<file path="src/rtl/instr_encoder.sv">
// instr_encoder: packs field-level commands into RV32I words (LOAD, STORE,
// OP-IMM, OP, JAL, JALR) and streams them into sequential imem word addresses.
// One write per accepted command, one cycle after acceptance. Faults and
// program completion are sticky until reset.
module instr_encoder #(
   parameter int ADDR_W    = 8,
   parameter int BASE_ADDR = 0
) (
   input  logic              clk,
   input  logic              rst,
   input  logic              cmd_valid,
   output logic              cmd_ready,
   input  logic [2:0]        cmd_class,
   input  logic [4:0]        cmd_rd,
   input  logic [4:0]        cmd_rs1,
   input  logic [4:0]        cmd_rs2,
   input  logic [2:0]        cmd_funct3,
   input  logic              cmd_f7b5,
   input  logic [20:0]       cmd_imm,
   input  logic              cmd_last,
   output logic              imem_we,
   output logic [ADDR_W-1:0] imem_addr,
   output logic [31:0]       imem_wdata,
   output logic [ADDR_W:0]   instr_count,
   output logic              done,
   output logic              err,
   output logic [1:0]        err_code
);

   // RUN accepts; DRAIN lets the final write complete before DONE/ERR
   localparam logic [1:0] S_RUN   = 2'd0;
   localparam logic [1:0] S_DRAIN = 2'd1;
   localparam logic [1:0] S_DONE  = 2'd2;
   localparam logic [1:0] S_ERR   = 2'd3;

   localparam logic [ADDR_W-1:0] ADDR_BASE = ADDR_W'(BASE_ADDR);
   localparam logic [ADDR_W-1:0] ADDR_MAX  = '1;

   localparam logic [1:0] E_CLASS = 2'b01;
   localparam logic [1:0] E_RANGE = 2'b10;
   localparam logic [1:0] E_OVF   = 2'b11;

   typedef struct packed {
      logic [2:0]  cls;
      logic [4:0]  rd;
      logic [4:0]  rs1;
      logic [4:0]  rs2;
      logic [2:0]  f3;
      logic        f7b5;
      logic [20:0] imm;
   } cmd_t;

   cmd_t              cmd;
   logic [1:0]        state;
   logic              drain_ovf;
   logic              accept;
   logic              illegal;
   logic              range_ok;
   logic              imm_s12;
   logic [31:0]       enc;
   logic [ADDR_W-1:0] next_addr;

   assign cmd = {cmd_class, cmd_rd, cmd_rs1, cmd_rs2, cmd_funct3, cmd_f7b5, cmd_imm};

   assign cmd_ready = (state == S_RUN);
   assign accept    = cmd_valid & cmd_ready;

   // address the next accepted command lands on: a write in flight has
   // already claimed imem_addr
   assign next_addr = imem_we ? imem_addr + ADDR_W'(1) : imem_addr;

   // signed 12-bit immediate fits when bits 20..11 are a pure sign extension
   assign imm_s12 = (cmd.imm[20:11] == '0) || (cmd.imm[20:11] == '1);

   // field packing and per-class immediate range check
   always_comb begin
      enc      = '0;
      range_ok = 1'b1;
      illegal  = 1'b0;
      case (cmd.cls)
         3'd0: begin
            enc      = {cmd.imm[11:0], cmd.rs1, cmd.f3, cmd.rd, 7'h03};
            range_ok = imm_s12;
         end
         3'd1: begin
            enc      = {cmd.imm[11:5], cmd.rs2, cmd.rs1, cmd.f3, cmd.imm[4:0], 7'h23};
            range_ok = imm_s12;
         end
         3'd2: begin
            if (cmd.f3[1:0] == 2'b01) begin
               // SLLI/SRLI/SRAI: shamt in imm[4:0], instr[30] selects arithmetic
               enc      = {1'b0, cmd.f7b5, 5'b00000, cmd.imm[4:0], cmd.rs1, cmd.f3, cmd.rd, 7'h13};
               range_ok = (cmd.imm[20:5] == '0);
            end else begin
               enc      = {cmd.imm[11:0], cmd.rs1, cmd.f3, cmd.rd, 7'h13};
               range_ok = imm_s12;
            end
         end
         3'd3: begin
            enc = {1'b0, cmd.f7b5, 5'b00000, cmd.rs2, cmd.rs1, cmd.f3, cmd.rd, 7'h33};
         end
         3'd4: begin
            enc      = {cmd.imm[20], cmd.imm[10:1], cmd.imm[11], cmd.imm[19:12], cmd.rd, 7'h6F};
            range_ok = ~cmd.imm[0];
         end
         3'd5: begin
            enc      = {cmd.imm[11:0], cmd.rs1, 3'b000, cmd.rd, 7'h67};
            range_ok = imm_s12;
         end
         default: illegal = 1'b1;
      endcase
   end

   // write strobe, address/count bookkeeping and the run/drain/done/err FSM
   always_ff @(posedge clk) begin
      if (rst) begin
         state       <= S_RUN;
         drain_ovf   <= 1'b0;
         imem_we     <= 1'b0;
         imem_addr   <= ADDR_BASE;
         imem_wdata  <= '0;
         instr_count <= '0;
         done        <= 1'b0;
         err         <= 1'b0;
         err_code    <= 2'b00;
      end else begin
         imem_we <= 1'b0;
         if (imem_we) begin
            instr_count <= instr_count + (ADDR_W+1)'(1);
            // the top word is the last one ever written, so never wrap
            if (imem_addr != ADDR_MAX)
               imem_addr <= imem_addr + ADDR_W'(1);
         end
         case (state)
            S_RUN: begin
               if (accept) begin
                  if (illegal) begin
                     err      <= 1'b1;
                     err_code <= E_CLASS;
                     state    <= S_ERR;
                  end else if (!range_ok) begin
                     err      <= 1'b1;
                     err_code <= E_RANGE;
                     state    <= S_ERR;
                  end else begin
                     imem_we    <= 1'b1;
                     imem_wdata <= enc;
                     if (cmd_last) begin
                        state     <= S_DRAIN;
                        drain_ovf <= 1'b0;
                     end else if (next_addr == ADDR_MAX) begin
                        state     <= S_DRAIN;
                        drain_ovf <= 1'b1;
                     end
                  end
               end
            end
            S_DRAIN: begin
               if (drain_ovf) begin
                  err      <= 1'b1;
                  err_code <= E_OVF;
                  state    <= S_ERR;
               end else begin
                  done  <= 1'b1;
                  state <= S_DONE;
               end
            end
            default: state <= state;
         endcase
      end
   end

endmodule
</file>
<file path="config.mk">
export PLATFORM = sky130hd
export DESIGN_NAME = instr_encoder
export DESIGN_NICKNAME = d
export VERILOG_FILES = /design/src/rtl/instr_encoder.sv
export SDC_FILE = /design/constraint.sdc
export NUM_CORES = 1
export LEC_CHECK = 0
export ABC_AREA = 1
export BUFFER_PORTS_ARGS = -buffer_cell sky130_fd_sc_hd__clkbuf_2
export CORE_MARGIN = 2
export CORE_UTILIZATION = 45
export DETAILED_ROUTE_END_ITERATION = 6
export PLACE_DENSITY_LB_ADDON = 0.08
export SETUP_SLACK_MARGIN = 0.02
export SKIP_LAST_GASP = 1
export SYNTH_ARGS = -nofsm -noshare
export SYNTH_HDL_FRONTEND = slang
export SYNTH_SLANG_ARGS = --single-unit
</file>
<file path="constraint.sdc">
create_clock -name clk -period 1.55 [get_ports clk]
set_clock_uncertainty 0.05 [all_clocks]
set_input_delay 0.0775 -clock clk [delete_from_list [all_inputs] [get_ports clk]]
set_output_delay 0.0775 -clock clk [all_outputs]
set_load 0.1 [all_outputs]
</file>
==> out/metrics.yaml <==
status: "completed"
worstSetupEndpointType: "flop"
async_reset_ff_share_pct: 0
clockRootBuffer: "clkbuf_8"
gp_congestion: 0.942
tightest_slew_ps: 553
crit_chain: "ha_4 > nand2_4 > nor2_4 > nand2_2 > nand2_4 > nor2_4 > nand2_1 > nand2_1 > nand2_1 > nand2_2 > nand2_1 > nand3_1 > nand2_1 > inv_1"
avgSynthCellArea_um2: 6.55
r2r_slack_ps: 40
finalHoldViolations: 0
crit_family: "simple AND/OR/NAND/NOR gates"
clock_latency_ps: 300
p_leak_nw: 1.85
drive_gt1_share_pct: 31.0
ys_ff_latch: 55
relSlewSlack_pct: 63.3
path_class: "flop to flop"
synth_cell_types: 32
track_usage_pct: 23.2
synthCells: 432
synth_fp_nets: 481
antenna_left: 0
dp.cells: 606
cp.arrival_ps: 1680
cpMostUsedCell: "nand2_1"
initial_core_util_pct: 47.2
preCtsSetupSlack_ps: 55.9
finalWorstSetupSlack_ps: 37.6
synth_edf_count: 0
clock-sinks: 55
powerDensity_mw_per_mm2: 982
grt_max_degree: 27
coreArea_mm2: 0.00599
worstPathMaxFanout: 6
crit_required_ps: 1720
cts.reportedPaths.clkPinSlew_ps: 100
synth_area_mm2: 0.00283
slew_viol_final: 0
grt_pass1_wl_um: 13300
p_total_mw: 3.75
cts-buffers-inserted: 5
ys.flop_type: "dfxtp_1"
wl_met2_um: 3910
io_buffer_count: 101
drt_wl_total_um: 8140
stdcell_count: 621
crit_slowest_cell: "dfxtp_4"
die_area_mm2: 0.00694
die_h_um: 83.3
clock.fmax_ghz: 0.661
yosysSeqAreaShare_pct: 38.9
fin_hold_ws_ps: 60.0
fp-row-count: 28
place_area_mm2: 0.00359
fillCellCount: 565
max_stage_delay_ps: 400
routed-via-count: 3165
met1Wirelength_um: 3710
start_kind: "flop"
cp_num_buf_inv: 1
fin_crit_sh_pct: 97.6
drcViolationCount: 0
hold_class: "input pin to flop"
ir_drop_uv: 518
yosysWarnings: 0
grt_antenna_before_repair: 0
grt_setup_unrepaired: "yes"
drtPass1Iterations: 4
diodes: 0
highest_layer: "met4"
htree_levels: 2
die_x_um: 83.3
fin_nets: 594
finalSetupViolCount: 0
area_growth_pct: 35.1
drv_cap: 0
cts_buffer_depth: 2
period_needed_ps: 1510
gr-total-overflow: 0
wl_met3_um: 382
drt_iter0_drc: 167
fin_area_mm2: 0.00382
grt_pass1_vias: 2909
dpl.hpwl_um: 6250
pin_count: 102
routed_via_density: 5.10
drt-wirelength-per-cell_um: 13.1
cts_tree: "yes"
==> worst reg2reg max path, delay by kind of cell (launching register included) <==
family,cells,cell delay (ps)
adder cells (fa/ha/maj),1,160
buffers and inverters,1,30
flip-flops,1,400
AND/OR/NAND/NOR,12,780
==> synth_stat cells, drive strengths merged (2+ instances only) <==
cell	n	share of area, %
a211o	3	0.93
a21oi	62	11
buf	9	2.2
clkbuf	6	0.80
dfxtp	55	39
ha	2	0.88
inv	55	7.3
nand2	114	15
nand3	26	5.0
nand4	2	0.44
nor2	43	6.0
o21ai	30	5.3
o22ai	6	1.3
or3	7	1.5
==> cell type report <==
type,instances,area (um^2),share of cell area (%)
clock buffer,6,93.8,2.45
clock inverter,2,37.5,0.982
inverter,56,215,5.63
multi-input combinational,306,1560,40.9
sequential,55,1150,30.1
tap,75,93.8,2.45
timing repair buffer,121,671,17.5
==> logic make-up after synthesis <==
group                      after synthesis  synth area share, %
and+or+nand+nor                        196                 29.1
AOI/OAI and AO/OA                      107                 20.3
buffers and inverters                   71                 10.5
DFF                                     55                 38.9
adders and majority gates                2                0.884
xor gates and xnor gates                 1                0.310
==> routing by layer <==
| layer | global-route usage, % | vias to the layer above |
|---|---|---|
| li1 | - | 1633 |
| met1 | 30.5 | 1427 |
| met2 | 38.3 | 95 |
| met3 | 4.87 | 10 |
| met4 | 6.71 | 0 |
| met5 | 0 | - |
==> where the power goes <==
group          leakage (nW)  switching [mW]  internal [mW]
combinational          1.33           0.880          0.257
sequential            0.458          0.0693           1.48
clock                0.0626           0.488          0.580
total                  1.85            1.44           2.32
==> path summary, 6_finish.rpt <==
path | from | end | cells after the start
min reg2reg | done | done | 2
max | imem_addr[0] | state[0] | 14
max reg2reg | imem_addr[0] | state[0] | 14
min | cmd_rs2[0] | imem_wdata[20] | 3
==> cells in the final DEF, fill, tap and decap left out, types with 2 or more instances in the layout <==
cell type / count
nor2_4: 5
buf_4: 14
dfxtp_2: 6
dlygate4sd3_1: 6
o21ai_1: 9
nand3_2: 8
clkbuf_2: 101
nand2_4: 2
nand2_1: 108
nand4_1: 2
nor2_1: 38
nand3_1: 17
a211o_1: 3
ha_4: 2
nand2_2: 4
a21oi_1: 61
dfxtp_1: 38
dfxtp_4: 11
inv_2: 3
o21ai_0: 20
inv_1: 52
clkbuf_8: 5
o22ai_1: 6
or3_1: 7
==> stage by stage <==
stage	TNS, ps	util, %
floorplan	-2900	-
global placement	0	59.9
detailed placement	0	59.9
CTS	0	63.1
global route	-129	63.8
finish	0	63.8
==> sequential cells by signal (all words and copies together) (netlist names) <==
| register | count |
|---|---|
| err_code | 2 |
| state | 2 |
| err | 1 |
| imem_we | 1 |
| imem_addr | 8 |
| done | 1 |
| imem_wdata | 30 |
| drain_ovf | 1 |
| instr_count | 9 |
==> what timing repair did <==
action,in CTS,in global routing
setup buffers,0,1
endpoints found under the hold margin,10,0
resized for setup,0,9
hold buffers,6,0
setup endpoints to repair,0,3
(Power assumes the default switching activity.)
